`config.mk`:
```
export PLATFORM = sky130hd
export DESIGN_NAME = ps2_tx
export DESIGN_NICKNAME = d
export VERILOG_FILES = /design/src/rtl/ps2_pkg.sv /design/src/rtl/ps2_sync.sv /design/src/rtl/ps2_tx.sv
export SDC_FILE = /design/constraint.sdc
export NUM_CORES = 1
export LEC_CHECK = 0
export CORE_MARGIN = 5
export CORE_UTILIZATION = 55
export DETAILED_ROUTE_END_ITERATION = 12
export GPL_ROUTABILITY_DRIVEN = 0
export PLACE_DENSITY_LB_ADDON = 0.1
export REMOVE_ABC_BUFFERS = 1
export SKIP_CTS_REPAIR_TIMING = 1
export SYNTH_ARGS = -nofsm -noshare
export SYNTH_HDL_FRONTEND = slang
export SYNTH_SLANG_ARGS = --single-unit
```
`constraint.sdc`:
```
create_clock -name clk_i -period 3.3 [get_ports clk_i]
set_clock_uncertainty 0.1 [all_clocks]
set_input_delay 0.495 -clock clk_i [delete_from_list [all_inputs] [get_ports clk_i]]
set_output_delay 0.495 -clock clk_i [all_outputs]
set_load 0.02 [all_outputs]
```
`src/rtl/ps2_pkg.sv`:
```
// Shared PS/2 definitions: transmitter state encoding, default timing and frame size.
package ps2_pkg;

  typedef enum logic [2:0] {
    ST_IDLE    = 3'd0,
    ST_INHIBIT = 3'd1,
    ST_REQ     = 3'd2,
    ST_DATA    = 3'd3,
    ST_PARITY  = 3'd4,
    ST_STOP    = 3'd5,
    ST_ACK     = 3'd6
  } ps2_tx_state_t;

  // Defaults assume a 100 MHz system clock.
  localparam int unsigned INHIBIT_CYC_DEF  = 12000;
  localparam int unsigned START_TO_CYC_DEF = 1500000;
  localparam int unsigned BIT_TO_CYC_DEF   = 20000;

  // start + 8 data + parity + stop
  localparam int unsigned FRAME_BITS = 11;

  function automatic int unsigned max3(input int unsigned a, input int unsigned b,
                                       input int unsigned c);
    int unsigned m;
    m = (a > b) ? a : b;
    return (m > c) ? m : c;
  endfunction

endpackage

```
`src/rtl/ps2_sync.sv`:
```
// PS/2 line synchronizer with ps2 clock falling-edge strobe.
// PS2_TX_GLITCH_FILTER_EN adds a 4-sample stability filter on the clock line.
module ps2_sync (
  input  logic clk,
  input  logic rst_n,
  input  logic ps2_clk,
  input  logic ps2_data,
  output logic clk_level,
  output logic data_level,
  output logic clk_fall_c
);

  logic [1:0] clk_s;
  logic [1:0] data_s;
  logic       clk_prev;

  // Idle bus level is high, so the flops reset to 1.
  always_ff @(posedge clk or negedge rst_n) begin
    if (!rst_n) begin
      clk_s  <= 2'b11;
      data_s <= 2'b11;
    end else begin
      clk_s  <= {clk_s[0], ps2_clk};
      data_s <= {data_s[0], ps2_data};
    end
  end

`ifdef PS2_TX_GLITCH_FILTER_EN
  logic       clk_filt;
  logic [1:0] stab_cnt;

  // Output follows the synced clock only after 4 consecutive differing samples.
  always_ff @(posedge clk or negedge rst_n) begin
    if (!rst_n) begin
      clk_filt <= 1'b1;
      stab_cnt <= 2'd0;
    end else if (clk_s[1] == clk_filt) begin
      stab_cnt <= 2'd0;
    end else if (stab_cnt == 2'd3) begin
      clk_filt <= clk_s[1];
      stab_cnt <= 2'd0;
    end else begin
      stab_cnt <= stab_cnt + 2'd1;
    end
  end

  assign clk_level = clk_filt;
`else
  assign clk_level = clk_s[1];
`endif

  assign data_level = data_s[1];

  always_ff @(posedge clk or negedge rst_n) begin
    if (!rst_n) clk_prev <= 1'b1;
    else        clk_prev <= clk_level;
  end

  assign clk_fall_c = clk_prev & ~clk_level;

endmodule

```
`src/rtl/ps2_tx.sv`:
```
// Host-to-device PS/2 transmitter driving the open-collector lines via pull-low enables.
// Optional clock glitch filter in ps2_sync: PS2_TX_GLITCH_FILTER_EN.
module ps2_tx
  import ps2_pkg::*;
#(
  parameter int unsigned INHIBIT_CYC  = INHIBIT_CYC_DEF,
  parameter int unsigned START_TO_CYC = START_TO_CYC_DEF,
  parameter int unsigned BIT_TO_CYC   = BIT_TO_CYC_DEF
) (
  input  logic       clk_i,
  input  logic       rst_ni,
  input  logic       ps2_clk_i,
  input  logic       ps2_data_i,
  input  logic [7:0] data_i,
  input  logic       send_i,
  output logic       ps2_clk_oe_o,
  output logic       ps2_data_oe_o,
  output logic       busy_o,
  output logic       done_o,
  output logic       err_o
);

  localparam int unsigned CNT_W   = $clog2(max3(INHIBIT_CYC, START_TO_CYC, BIT_TO_CYC));
  localparam int unsigned SHIFT_W = FRAME_BITS - 2;

  localparam logic [CNT_W-1:0] INH_LAST   = CNT_W'(INHIBIT_CYC - 1);
  localparam logic [CNT_W-1:0] START_LAST = CNT_W'(START_TO_CYC - 1);
  localparam logic [CNT_W-1:0] BIT_LAST   = CNT_W'(BIT_TO_CYC - 1);

  ps2_tx_state_t      state_q, state_d;
  logic [CNT_W-1:0]   cnt_q, cnt_d;
  logic [2:0]         bit_q, bit_d;
  logic [SHIFT_W-1:0] shreg_q, shreg_d;
  logic               armed_q, armed_d;
  logic               clk_oe_d, data_oe_d, busy_d, done_d, err_d;

  logic clk_level, data_level, clk_fall;

  ps2_sync u_sync (
    .clk        (clk_i),
    .rst_n      (rst_ni),
    .ps2_clk    (ps2_clk_i),
    .ps2_data   (ps2_data_i),
    .clk_level  (clk_level),
    .data_level (data_level),
    .clk_fall_c (clk_fall)
  );

  always_ff @(posedge clk_i or negedge rst_ni) begin
    if (!rst_ni) begin
      state_q       <= ST_IDLE;
      cnt_q         <= '0;
      bit_q         <= '0;
      shreg_q       <= '0;
      armed_q       <= 1'b0;
      ps2_clk_oe_o  <= 1'b0;
      ps2_data_oe_o <= 1'b0;
      busy_o        <= 1'b0;
      done_o        <= 1'b0;
      err_o         <= 1'b0;
    end else begin
      state_q       <= state_d;
      cnt_q         <= cnt_d;
      bit_q         <= bit_d;
      shreg_q       <= shreg_d;
      armed_q       <= armed_d;
      ps2_clk_oe_o  <= clk_oe_d;
      ps2_data_oe_o <= data_oe_d;
      busy_o        <= busy_d;
      done_o        <= done_d;
      err_o         <= err_d;
    end
  end

  // Next state plus next values of the registered outputs.
  always_comb begin
    state_d   = state_q;
    cnt_d     = cnt_q + CNT_W'(1);
    bit_d     = bit_q;
    shreg_d   = shreg_q;
    armed_d   = armed_q;
    clk_oe_d  = 1'b0;
    data_oe_d = ps2_data_oe_o;
    done_d    = 1'b0;
    err_d     = 1'b0;
    busy_d    = 1'b0;

    case (state_q)
      ST_IDLE: begin
        cnt_d   = '0;
        armed_d = 1'b0;
        if (send_i && !busy_o) begin
          shreg_d   = {~^data_i, data_i};
          bit_d     = '0;
          state_d   = ST_INHIBIT;
          clk_oe_d  = 1'b1;
          data_oe_d = (INH_LAST == '0);
        end
      end

      // The host's own clock pull-down aliases as an edge here; ignored.
      ST_INHIBIT: begin
        armed_d = 1'b0;
        if (cnt_q == INH_LAST) begin
          state_d   = ST_REQ;
          cnt_d     = '0;
          data_oe_d = 1'b1;
        end else begin
          clk_oe_d  = 1'b1;
          data_oe_d = (cnt_d == INH_LAST);
        end
      end

      // Edges count only once the released clock has been seen high.
      ST_REQ: begin
        armed_d = armed_q | clk_level;
        if (clk_fall && armed_q) begin
          data_oe_d = ~shreg_q[0];
          shreg_d   = {1'b0, shreg_q[SHIFT_W-1:1]};
          bit_d     = '0;
          cnt_d     = '0;
          state_d   = ST_DATA;
        end else if (cnt_q == START_LAST) begin
          err_d   = 1'b1;
          state_d = ST_IDLE;
        end
      end

      ST_DATA: begin
        if (clk_fall) begin
          cnt_d     = '0;
          data_oe_d = ~shreg_q[0];
          shreg_d   = {1'b0, shreg_q[SHIFT_W-1:1]};
          if (bit_q == 3'd7) state_d = ST_PARITY;
          else               bit_d   = bit_q + 3'd1;
        end
      end

      ST_PARITY: begin
        if (clk_fall) begin
          cnt_d     = '0;
          data_oe_d = 1'b0;
          state_d   = ST_STOP;
        end
      end

      ST_STOP: begin
        if (clk_fall) begin
          cnt_d = '0;
          if (!data_level) begin
            state_d = ST_ACK;
          end else begin
            err_d   = 1'b1;
            state_d = ST_IDLE;
          end
        end
      end

      ST_ACK: begin
        if (clk_level && data_level) begin
          done_d  = 1'b1;
          state_d = ST_IDLE;
        end else if (clk_fall) begin
          cnt_d = '0;
        end
      end

      default: state_d = ST_IDLE;
    endcase

    // Shared per-bit watchdog; a completed handshake wins over expiry.
    if ((state_q == ST_DATA || state_q == ST_PARITY || state_q == ST_STOP ||
         state_q == ST_ACK) && !clk_fall && !done_d && cnt_q == BIT_LAST) begin
      err_d   = 1'b1;
      state_d = ST_IDLE;
    end

    if (state_d == ST_IDLE) begin
      clk_oe_d  = 1'b0;
      data_oe_d = 1'b0;
    end
    busy_d = (state_d != ST_IDLE) | done_d | err_d;
  end

endmodule

```
Word-level counts from Yosys, hierarchy flattened --
Index checks and enable logic that the tools add are counted.
Cells by class: add/subtract/negate cells 2, equality and inequality tests 19, mux-type cells 46, bitwise operators 6, reduce and logical (&&, ||, !) cells 24
Operators by type and width (number):
- $pmux W21 S5 | 1
- $mux W21 | 4
- $mux W3 | 15
- $eq A21 B14 Y1 const B | 2
- $mux W9 | 3
- $pmux W9 S3 | 1
- $add A21 B1 Y21 const B | 1
- $eq A21 B15 Y1 const B | 1
- $eq A21 B21 Y1 const B | 1
- $pmux W3 S7 | 1
- $mux W1 | 16
- $eq A3 B3 Y1 const B | 4
- $reduce_and A5 Y1 | 2
- $pmux W3 S3 | 1
- $ne A2 B2 Y1 const B | 4
- $reduce_xnor A8 Y1 | 1
- $eq A3 B2 Y1 const B | 2
- $logic_and A1 B1 Y1 | 6
- $logic_not A3 Y1 | 2
- $ne A3 B2 Y1 const B | 2
- $ne A3 B3 Y1 const B | 2
- $pmux W1 S2 | 3
- $reduce_bool A3 Y1 | 2
- $reduce_bool A6 Y1 | 1
- other kinds (12) | 19
Storage, ports and cells: register bits after elaboration 47, logic and storage cells 110

Depth between registers and ports, before layout --
Gate-level depths: netlist (run 1).
depth after elaboration 11, mapped depth 9, mapped depth without buffers 8

Cells and area by module --
From an unflattened synthesis (run 1), not the netlist that was laid out.
Second synthesis, totals: cell total of the unflattened synthesis 321, area total of the unflattened synthesis 2805.2 µm²
Modules (own cells, without submodules):
- ps2_tx | times used 1, cells each 315, area each 2660.1 µm², seq. area each 1051.0 µm²
- ps2_sync | times used 1, cells each 6, area each 145.1 µm², seq. area each 131.4 µm²

Worst setup path after synthesis (run 1) --
OpenSTA, ideal clock, no wires.
path kind register -> register, start point register cnt_q[5], end point register ps2_data_oe_o, arrival time 2226 ps, path slack 880 ps, cell stages (with the launch flop) 8, cells stage by stage dfrtp_1 > clkbuf_8 > nand3_4 > or4_4 > or4_4 > a2111oi_4 > o2111ai_1 > a211oi_1
Between the ends: word-level cells in the longest chain between the ends 8, elaborated cells on any way between the ends 21
Ends and longest elaborated chain:
- from (decl) | RTL line ps2_tx.sv:31 | logic [CNT_W-1:0] cnt_q, cnt_d;
- from (signal assigned) | RTL line ps2_tx.sv:63 | cnt_q <= cnt_d;
- branches (longest 8 deep; another with $add A21 B1 Y21)
- to (signal assigned) | RTL line ps2_tx.sv:68 | ps2_data_oe_o <= data_oe_d;
- to (decl) | RTL line ps2_tx.sv:17 | output logic ps2_data_oe_o,
Several ways; the timed one is not identified. A chain may end at the register's enable or synchronous reset.

Worst setup path in the final report (run 1) --
start point register cnt_q[6], end point register ps2_data_oe_o
The elaborated chain is that of the path after synthesis.

==> metrics.txt, run 1 <==
vertical die dimension=82.07 um; global router's overall resource usage=19.46%; Top FF cell, synth=dfrtp_1; antenna-violating nets left=0; share of post-route cells with drive strength above 1=10.03%; area fraction of the dominant cell type after synthesis=36.79%; max-cap check violation count=0; category of the worst setup path launch point=flip-flop; number of buffers added by the clock tree synthesis step=5; area of the core=5075 sq um; Hold WC Path Type=input pin to asynchronous set/reset pin; global route total overflow=0; Worst EP arrival=2820 ps; antenna fix cells=0; Fmax achieved=370.4 MHz; Max stage delay on crit path=600 ps; YS warnings=0; Commonest cells post-synth=nor2_1, dfrtp_1, nand2_1; number of DRC markers in iteration 0=236; unrepaired setup endpoints after global routing=false; largest driver fanout on the critical path=9; clk slew on worst S/H paths=90 ps; count of flip-flops with a built-in enable after synthesis=0; total standard cell area after synthesis=2856 sq um; compound-gate portion of the synthesized area=14.67%; Synth Area in Adders=1.752%; Remaining DRCs=0; total length of routed wires=5910 um; share of synthesized registers carrying an async set or reset=100.0%; leading cell types by total area after synthesis=dfrtp_1, nor2_1, xnor2_1; mux contribution to synthesized area=0.7446%; Mean Syn Cell Area=8.983 sq um; CP cell instances=nand3_4 > or4_4 > or4_4 > a2111oi_4 > o2111ai_1 > a211oi_1; Crit-path slowest cell=or4_4; Worst Tran Pin Value=1007 ps; Final Hold Fails=0; largest family of logic cells by synthesized area=simple AND/OR/NAND/NOR gates; DRT Pass-1 Iters=4; Post-Layout Cell Count=399; number of pins with negative max-slew slack in the final report=0; area added between synthesis and finish=10.03%; ratio of total power to cell area=467.8 nW/um^2; CTS HTree Levels=2; layout filler cell count=476; per-cell routed wire length=14.81 um; largest net degree at the start of global routing=48; CP Capture Type=flip-flop; # rows=26; total number of nets in the final design=345; largest voltage drop on the vdd net=0.2805 mV; post-route fraction of the period consumed by the critical path=81.80%; via density per instance=5.802; total via count after detailed routing=2315; number of distinct library cell variants in the gate-level netlist after synthesis=60; maximum number of buffers from clock root to sink=2; synthesized-area fraction occupied by xor and xnor cells=7.359%; cell count after placement=391; number of register bits inferred by synthesis=47; Port Buffer Count=17; first-pass GRT wire length=10060 um; cell with the most instances after synthesis=nor2_1; type of the worst setup path=flip-flop to flip-flop; initial antenna violation count=0; hold slack=259.0 ps; Final TNS setup=0 ps; worst endpoint required time=3420 ps; root cell of the clock tree=clkbuf_8; status=finished clean; DP Wirelength=4376 um; Top-Level Pins=18; DIE WIDTH=82.07 um; Clk Latency, worst-skew pair=300 ps; library cell with the largest summed area after synthesis=dfrtp_1; crit-path leading delay family=simple AND/OR/NAND/NOR gates; number of global-route vias before repair=2074; min Tclk post-route=2699 ps; effective utilization at floorplan=56.29%; Finish-stage setup viols=0; headroom to the max-slew limit=32.85%; TritonCTS clock tree=built; standby leakage power=1.259 nW; sequential area share after synthesis=41.39%; Die Area=6735 sq um; count of clock tree sinks=47; Buf+Inv Stages, Crit Path=0; post-route total power=1.470 mW; Most Frequent Cell on Critical Path=or4_4; post-synthesis simple-gate area fraction=28.34%; Post-Syn Instances=318
[worst register-to-register path, delay by kind of cell (launching register included)]
family | cells | cell delay, ps
AO/OA/AOI/OAI | 3 | 770
AND/OR/NAND/NOR | 3 | 1180
flip-flops | 1 | 560
[where the power goes]
part | internal [mW] | total, mW | leakage (nW) | switching (mW)
Clock | 0.226 | 0.424 | 0.0581 | 0.199
Sequential | 0.675 | 0.768 | 0.592 | 0.0929
Combinational | 0.131 | 0.278 | 0.609 | 0.146
Total | 1.03 | 1.47 | 1.26 | 0.438
[through the flow]
stage,utilization [%],area [sq um],setup WS (ps)
final,61.93,3143,600.6
after global routing,61.93,3143,377.6
after CTS,61.93,3143,601.8
after detailed placement,59.71,3030,628.6
after global placement,59.71,3030,688.4
after floorplan,-,2726,247.3
[flip-flops by register name, indices dropped and copies added (netlist names)]
name / cells
armed_q: 1
bit_q: 3
busy_o: 1
cnt_q: 21
done_o: 1
err_o: 1
ps2_clk_oe_o: 1
ps2_data_oe_o: 1
shreg_q: 9
state_q: 3
u_sync.clk_prev: 1
u_sync.clk_s: 2
u_sync.data_s: 2
[path summary, 6_finish.rpt]
path / startpoint / to / slack (ps) / depth (start not counted)
min in group clk_i: u_sync.data_s[0] / u_sync.data_s[1] / 260 / 0
worst min-delay path: rst_ni / cnt_q[17] / 260 / 1
max in group asynchronous: rst_ni / shreg_q[5] / 2230 / 1
worst max-delay path: cnt_q[6] / ps2_data_oe_o / 600 / 6
worst min register to register: u_sync.data_s[0] / u_sync.data_s[1] / 260 / 0
worst max register to register: cnt_q[6] / ps2_data_oe_o / 600 / 6
[metal layers]
metal | GRT usage (%) | share of wire (%)
met1 | 29.12 | 50
met2 | 27.95 | 42
met4 | 6.146 | 1.3
met5 | 0 | 0
met3 | 3.947 | 6.4
[cells by family (layout without fill, tap and decap cells)]
family | Yosys count | after routing
compound gates | 59 | 59
xor+xnor | 24 | 24
fa+ha+maj | 4 | 4
buf+inv | 29 | 40
flops | 47 | 47
mux | 2 | 2
simple gates | 153 | 153
[final cells by class]
cell class,count,area [sq um],share of cell area (%)
timing repair buffer,23,210.2,6.688
multi-input combinational,242,1516,48.25
clock buffer,5,68.82,2.189
tap,70,87.58,2.787
inverter,9,33.78,1.075
clock inverter,3,43.79,1.393
sequential,47,1182,37.62
[placed cells by master (no fill, tap or decap), types with 2 or more instances in the layout]
master / netlist / layout
nor2_1: 47 / 47
dfrtp_1: 42 / 42
nand2_1: 31 / 31
xnor2_1: 17 / 17
clkdlybuf4s50_1: 0 / 16
a31oi_1: 14 / 14
nand3_1: 11 / 11
o21ai_0: 10 / 10
nand4_1: 9 / 9
inv_1: 9 / 9
a21oi_1: 8 / 8
nor2b_1: 7 / 7
nor3_1: 7 / 7
xor2_1: 7 / 7
buf_4: 0 / 6
o31ai_1: 5 / 5
nor4_1: 5 / 5
or4_1: 5 / 5
clkbuf_8: 1 / 5
dfstp_2: 5 / 5
and2_1: 4 / 4
nor4b_1: 4 / 4
ha_1: 4 / 4
nand2b_1: 3 / 3
and3_1: 3 / 3
and4_1: 2 / 2
nand4b_1: 2 / 2
or4_4: 2 / 2
and3b_1: 2 / 2
o21a_1: 2 / 2
nand3b_1: 2 / 2
a22o_1: 2 / 2
Note: power is estimated with default switching activity, not from simulation.
==> inputs of run 2 (changes only) <==
CORE_UTILIZATION = 54   (was 55)
clock period = 2.2 ns   (was 3.3 ns; I/O delays follow)
==> run 2 against run 1 <==
Critical endpoint unchanged. Sequential cell count stayed put. Combinational power grew to 2.7 times the previous value. Via count is 13% higher. Non-clock buffer count is 73 higher. Register-to-register slack worse by 720 ps. Critical path depth is 2 higher. Worst hold slack better by 2.6 ps. The flow now finishes with violations (negative setup slack). Setup slack worse by 720 ps. Power is 62% higher. Routed wire length is 18% higher. Highest routed layer unchanged. Die area is 1.6% higher.
==> metrics.txt, run 2 (same netlist as run 1, synthesis figures left out) <==
status=finished, violations left; failing checks=negative setup slack; largest net degree at the start of global routing=27 (-44%); min Tclk post-route=2322 ps (-377.0 ps); post-route fraction of the period consumed by the critical path=105.6% (+24 points); worst endpoint required time=2330 ps (-1090 ps); layout filler cell count=398 (-16%); share of post-route cells with drive strength above 1=29.60% (+20 points); global router's overall resource usage=22.50% (+3.0 points); Top-Level Pins=18 (unchanged); vertical die dimension=82.73 um (+0.81%); Port Buffer Count=17 (unchanged); Worst Tran Pin Value=521.9 ps (-485.4 ps); DP Wirelength=5416 um (+24%); initial antenna violation count=0 (unchanged); max FFs per register=21 (unchanged); minimum setup slack in the final design=-122.5 ps (-723.0 ps); effective utilization at floorplan=55.93% (-0.36 points); DRT Pass-1 Iters=4 (unchanged); category of the worst setup path launch point=flip-flop; Hold Crit Depth=0; Hold WC Path Type=flip-flop to flip-flop; number of buffers added by the clock tree synthesis step=5 (unchanged); total length of routed wires=7002 um (+18%); Worst EP arrival=2450 ps (-370 ps); post-route total power=2.378 mW (+62%); via density per instance=5.564 (-4.1%); number of DRC markers in iteration 0=210 (-11%); count of clock tree sinks=47 (unchanged); Fmax achieved=430.6 MHz (+16%); clk slew on worst S/H paths=90 ps (about the same); sequential share of power=46.1% (-6.1 points); standby leakage power=1.628 nW (+29%); max-cap check violation count=0 (unchanged); TritonCTS clock tree=built; Worst Hold Launch=u_sync.clk_s[0]; total number of nets in the final design=418 (+21%); Hold Crit Endpoint=u_sync.clk_s[1]; CP cell instances=ha_2 > and4_4 > buf_4 > nand4_1 > o31a_1 > a2111oi_4 > o2111ai_2 > a211oi_2; switching part of the total=30.79% (+1.0 points); P_int=1.646 mW (+59%); Worst Setup SP=cnt_q[0]; Finish-stage setup viols=2 (+2); register-to-register setup slack=-120 ps (-720 ps); CTS HTree Levels=2 (unchanged); headroom to the max-slew limit=65.21% (+32 points); Remaining DRCs=0 (unchanged); # rows=26 (unchanged); net switching component of the power=0.7323 mW (+67%); per-cell routed wire length=14.83 um (+0.15%); first-pass GRT wire length=11740 um (+17%); worst reg-to-reg path cell count=8 (+2); global route total overflow=0 (unchanged); registers with the most flip-flops=cnt_q (21), shreg_q (9); largest voltage drop on the vdd net=0.6011 mV (+110%); Reg area=1185 sq um (+0.21%); most common cell after layout, fill and taps aside=buf_4; unrepaired setup endpoints after global routing=true; DIE WIDTH=82.73 um (+0.81%); maximum number of buffers from clock root to sink=2 (unchanged); antenna-violating nets left=0 (unchanged); ratio of total power to cell area=630.6 nW/um^2 (+35%); Max stage delay on crit path=390 ps (-210 ps); Final Hold Fails=0 (unchanged); CP Capture Type=flip-flop; area added between synthesis and finish=32.02%; Biggest register=cnt_q; antenna fix cells=0 (unchanged); number of pins with negative max-slew slack in the final report=0 (unchanged); number of global-route vias before repair=2520 (+22%); capture point of the worst reg-to-reg path=ps2_data_oe_o; top library cells by usage in the layout, fill and taps aside=buf_4, nor2_1, dfrtp_1, nand2_1, xnor2_1; area of the multi-input gates=1582 sq um (+4.3%); root cell of the clock tree=clkbuf_8; type of the worst setup path=flip-flop to flip-flop; Clk Latency, worst-skew pair=310 ps (about the same); proportion of power drawn by combinational gates=31.7% (+13 points); total via count after detailed routing=2626 (+13%); largest driver fanout on the critical path=4 (-5); post-layout utilization of the core=73.84% (+12 points); Crit-path slowest cell=dfrtp_1; area of the core=5107 sq um (+0.64%); worst reg2reg path startpoint=cnt_q[0]; clock network fraction of design power=22.1% (-6.8 points); Die Area=6844 sq um (+1.6%)
==> run 2: layer usage <==
layer	vias to the layer above	GRT usage [%]	part of all wire (%)
li1	1307	-	-
met2	79	35.82	46
met3	4	4.447	6.0
met4	0	5.229	0.51
met1	1236	31.62	47
met5	-	0	0
==> run 2: layout make-up <==
class                   instances  area share (%)
clock buffers                   6           1.924
clock inverters                 2          0.3318
inverters                       9          0.8958
multi-input cells             242           41.94
flip-flops and latches         47           31.42
well taps                      70           2.322
repair buffers                 96           21.17
==> run 2: worst max path at each step <==
| stage | to | slack, ps | cells past startpoint |
|---|---|---|---|
| finish | ps2_data_oe_o | -120 | 8 |
| global route | busy_o | -230 | 8 |
| CTS | ps2_data_oe_o | -230 | 8 |
| floorplan | cnt_q[20] | -850 | 7 |
| detailed placement | ps2_data_oe_o | -200 | 8 |
| global placement | busy_o | -190 | 7 |
==> run 2: power groups by stage <==
stage	combinational, mW	sequential [mW]	clock (mW)
after detailed placement	0.690	1.12	0
after floorplan	0.282	1.15	0
after global placement	0.675	1.11	0
final	0.755	1.10	0.526
after CTS	0.693	1.10	0.536
after global routing	0.839	1.12	0.576
==> run 2: critical path, delay by kind of cell, from the launching register on <==
kind,cells,cell delay (ps)
adder cells (fa/ha/maj),1,220
AO/OA/AOI/OAI,4,1050
flip-flops,1,390
buffers and inverters,1,110
AND/OR/NAND/NOR,2,370
==> run 2: through the flow <==
step	area [sq um]	instances	worst slack, ps	hold WS [ps]	TNS, ps
floorplan	2726	298	-852.7	-65.59	-16180
finish	3771	472	-122.5	261.6	-210.9
global placement	3578	459	-187.0	230.8	-355.5
CTS	3664	467	-226.6	-98.44	-441.9
detailed placement	3578	459	-202.7	235.2	-404.9
global route	3771	472	-230.9	271.0	-867.1
==> variant: new RTL, flow settings as in run 2 <==
`START_TO_CYC_DEF`: 1500000 -> 750000.
--- a/src/rtl/ps2_pkg.sv
+++ b/src/rtl/ps2_pkg.sv
@@ -13,7 +13,7 @@
 
   // Defaults assume a 100 MHz system clock.
   localparam int unsigned INHIBIT_CYC_DEF  = 12000;
-  localparam int unsigned START_TO_CYC_DEF = 1500000;
+  localparam int unsigned START_TO_CYC_DEF = 750000;
   localparam int unsigned BIT_TO_CYC_DEF   = 20000;
 
   // start + 8 data + parity + stop
Behaviour: same outputs for any inputs over 10 cycles, from zero or initial values and one cycle with rst_ni low; that may be too few to reach the edited logic, so the function may still have changed.
==> variant against run 2 <==
The run still ends with setup timing left; first-iteration DRC count increased by 2.4%; worst setup slack got worse by 0.040 ns; total power decreased by 1.2%; synthesized cell count decreased by 9.1%; synthesized area decreased by 8.9%; combinational power decreased by 19%; wire length decreased by 3.8%; final area decreased by 10%; sequential cell count decreased by 1.
==> variant: results (changes against run 2) <==
| Metric | Value |
|---|---|
| Status | finished, violations left |
| Violations in the final reports | setup timing |
| Final number of setup-violating endpoints | 21 (+19) |
| Setup slack after layout | -0.163 ns (-0.0401 ns) |
| Post-place instance area | 3090 µm² (-14%) |
| Largest registers in the final layout | cnt_q: 20 flops, shreg_q: 9 flops |
| Hold Path Class | reg2reg |
| Met2 WL | 3.33 mm (+3.2%) |
| CP top delay family | simple AND/OR/NAND/NOR gates |
| Startpoint of the worst register-to-register path | cnt_q[8] |
| Worst r2r path cells | 9 (+1) |
| Critical path capture point | cnt_q[10] |
| Violation count after the first detailed-route iteration | 215 (+2.4%) |
| Netlist cell types | 55 (-8.3%) |
| Total wirelength of the detailed-routed design | 6.74 mm (-3.8%) |
| Area share of xor/xnor cells in the synthesized design | 8.75% (+1.4 points) |
| Max Fanout on Critical Path | 10 (+6) |
| Via count normalized by instance count | 5.97 (+7.3%) |
| Max-Slew Margin vs Limit | 62.6% (-2.6 points) |
| Leakage power | 1.41 nW (-14%) |
| Max VDD drop | 553 µV (-8.0%) |
| Main area contributors after synthesis | sky130_fd_sc_hd__dfrtp_1, sky130_fd_sc_hd__nor2_1, sky130_fd_sc_hd__xnor2_1 |
| Sequential-to-total area share from yosys stat | 44.5% (+3.1 points) |
| Synth top area share | 39.4% (+2.6 points) |
| Area fraction in compound gates after synthesis | 11.1% (-3.6 points) |
| Average routed wire per standard cell | 16.8 µm (+13%) |
| Most instantiated cells after synthesis | sky130_fd_sc_hd__nor2_1, sky130_fd_sc_hd__dfrtp_1, sky130_fd_sc_hd__nand2_1 |
| Wire length of the first global-routing pass | 10.5 mm (-10%) |
| Metal3 WL | 353 µm (-16%) |
| Crit Reg-Reg Endpoint | cnt_q[10] |
| Share of synthesized cell area in full adder, half adder and majority cells | 1.92% (+0.17 points) |
| Place WS | -0.123 ns (+0.0799 ns) |
| Post-synthesis area per instance | 9.00 µm² (+0.20%) |
| DP Cell Count | 387 (-16%) |
| Number of nets in the layout | 363 (-13%) |
| Share of post-route cells with drive strength above 1 | 26.8% (-2.8 points) |
| Total Routing Usage GR | 21.5% (-1.0 points) |
| Number of global-route vias before repair | 2204 (-13%) |
| Smallest hold slack | 0.260 ns (-0.00165 ns) |
| Metal-1 WL | 2.82 mm (-15%) |
| Number of detailed-routing iterations run before antenna repair | 5 (+1) |
| Pin count of the biggest net entering global routing | 25 (-7.4%) |
-- variant: cell count changes in the layout (fill, tap and decap cells not counted), sizes merged, moves of 3 or more --
cell   change
o31ai      -3
nand3      -3
nor2       -4
a31oi      -4
nor2b      -3
buf       -28
inv        -5
nand2      +3
or4        -5
-- variant: per-layer routing --
layer	up-vias	global-route usage (%)
met4	0	8.42
met2	96	36.0
met3	20	4.06
li1	1130	-
met1	1148	27.4
met5	-	0
-- variant: final cells by class --
class	instances	area, µm²	area share (%)
Timing Repair Buffer	68	562	16.6
Inverter	4	15.0	0.444
Sequential cell	46	1160	34.2
Clock inverter	3	45.0	1.33
Clock buffer	5	68.8	2.03
Tap cell	54	67.6	2.00
Multi-Input combinational cell	221	1470	43.4
-- variant: power by group --
group	internal [mW]	switching, mW	total (mW)
clock	0.338	0.304	0.642
sequential	0.987	0.113	1.10
combinational	0.308	0.301	0.609
total	1.63	0.718	2.35
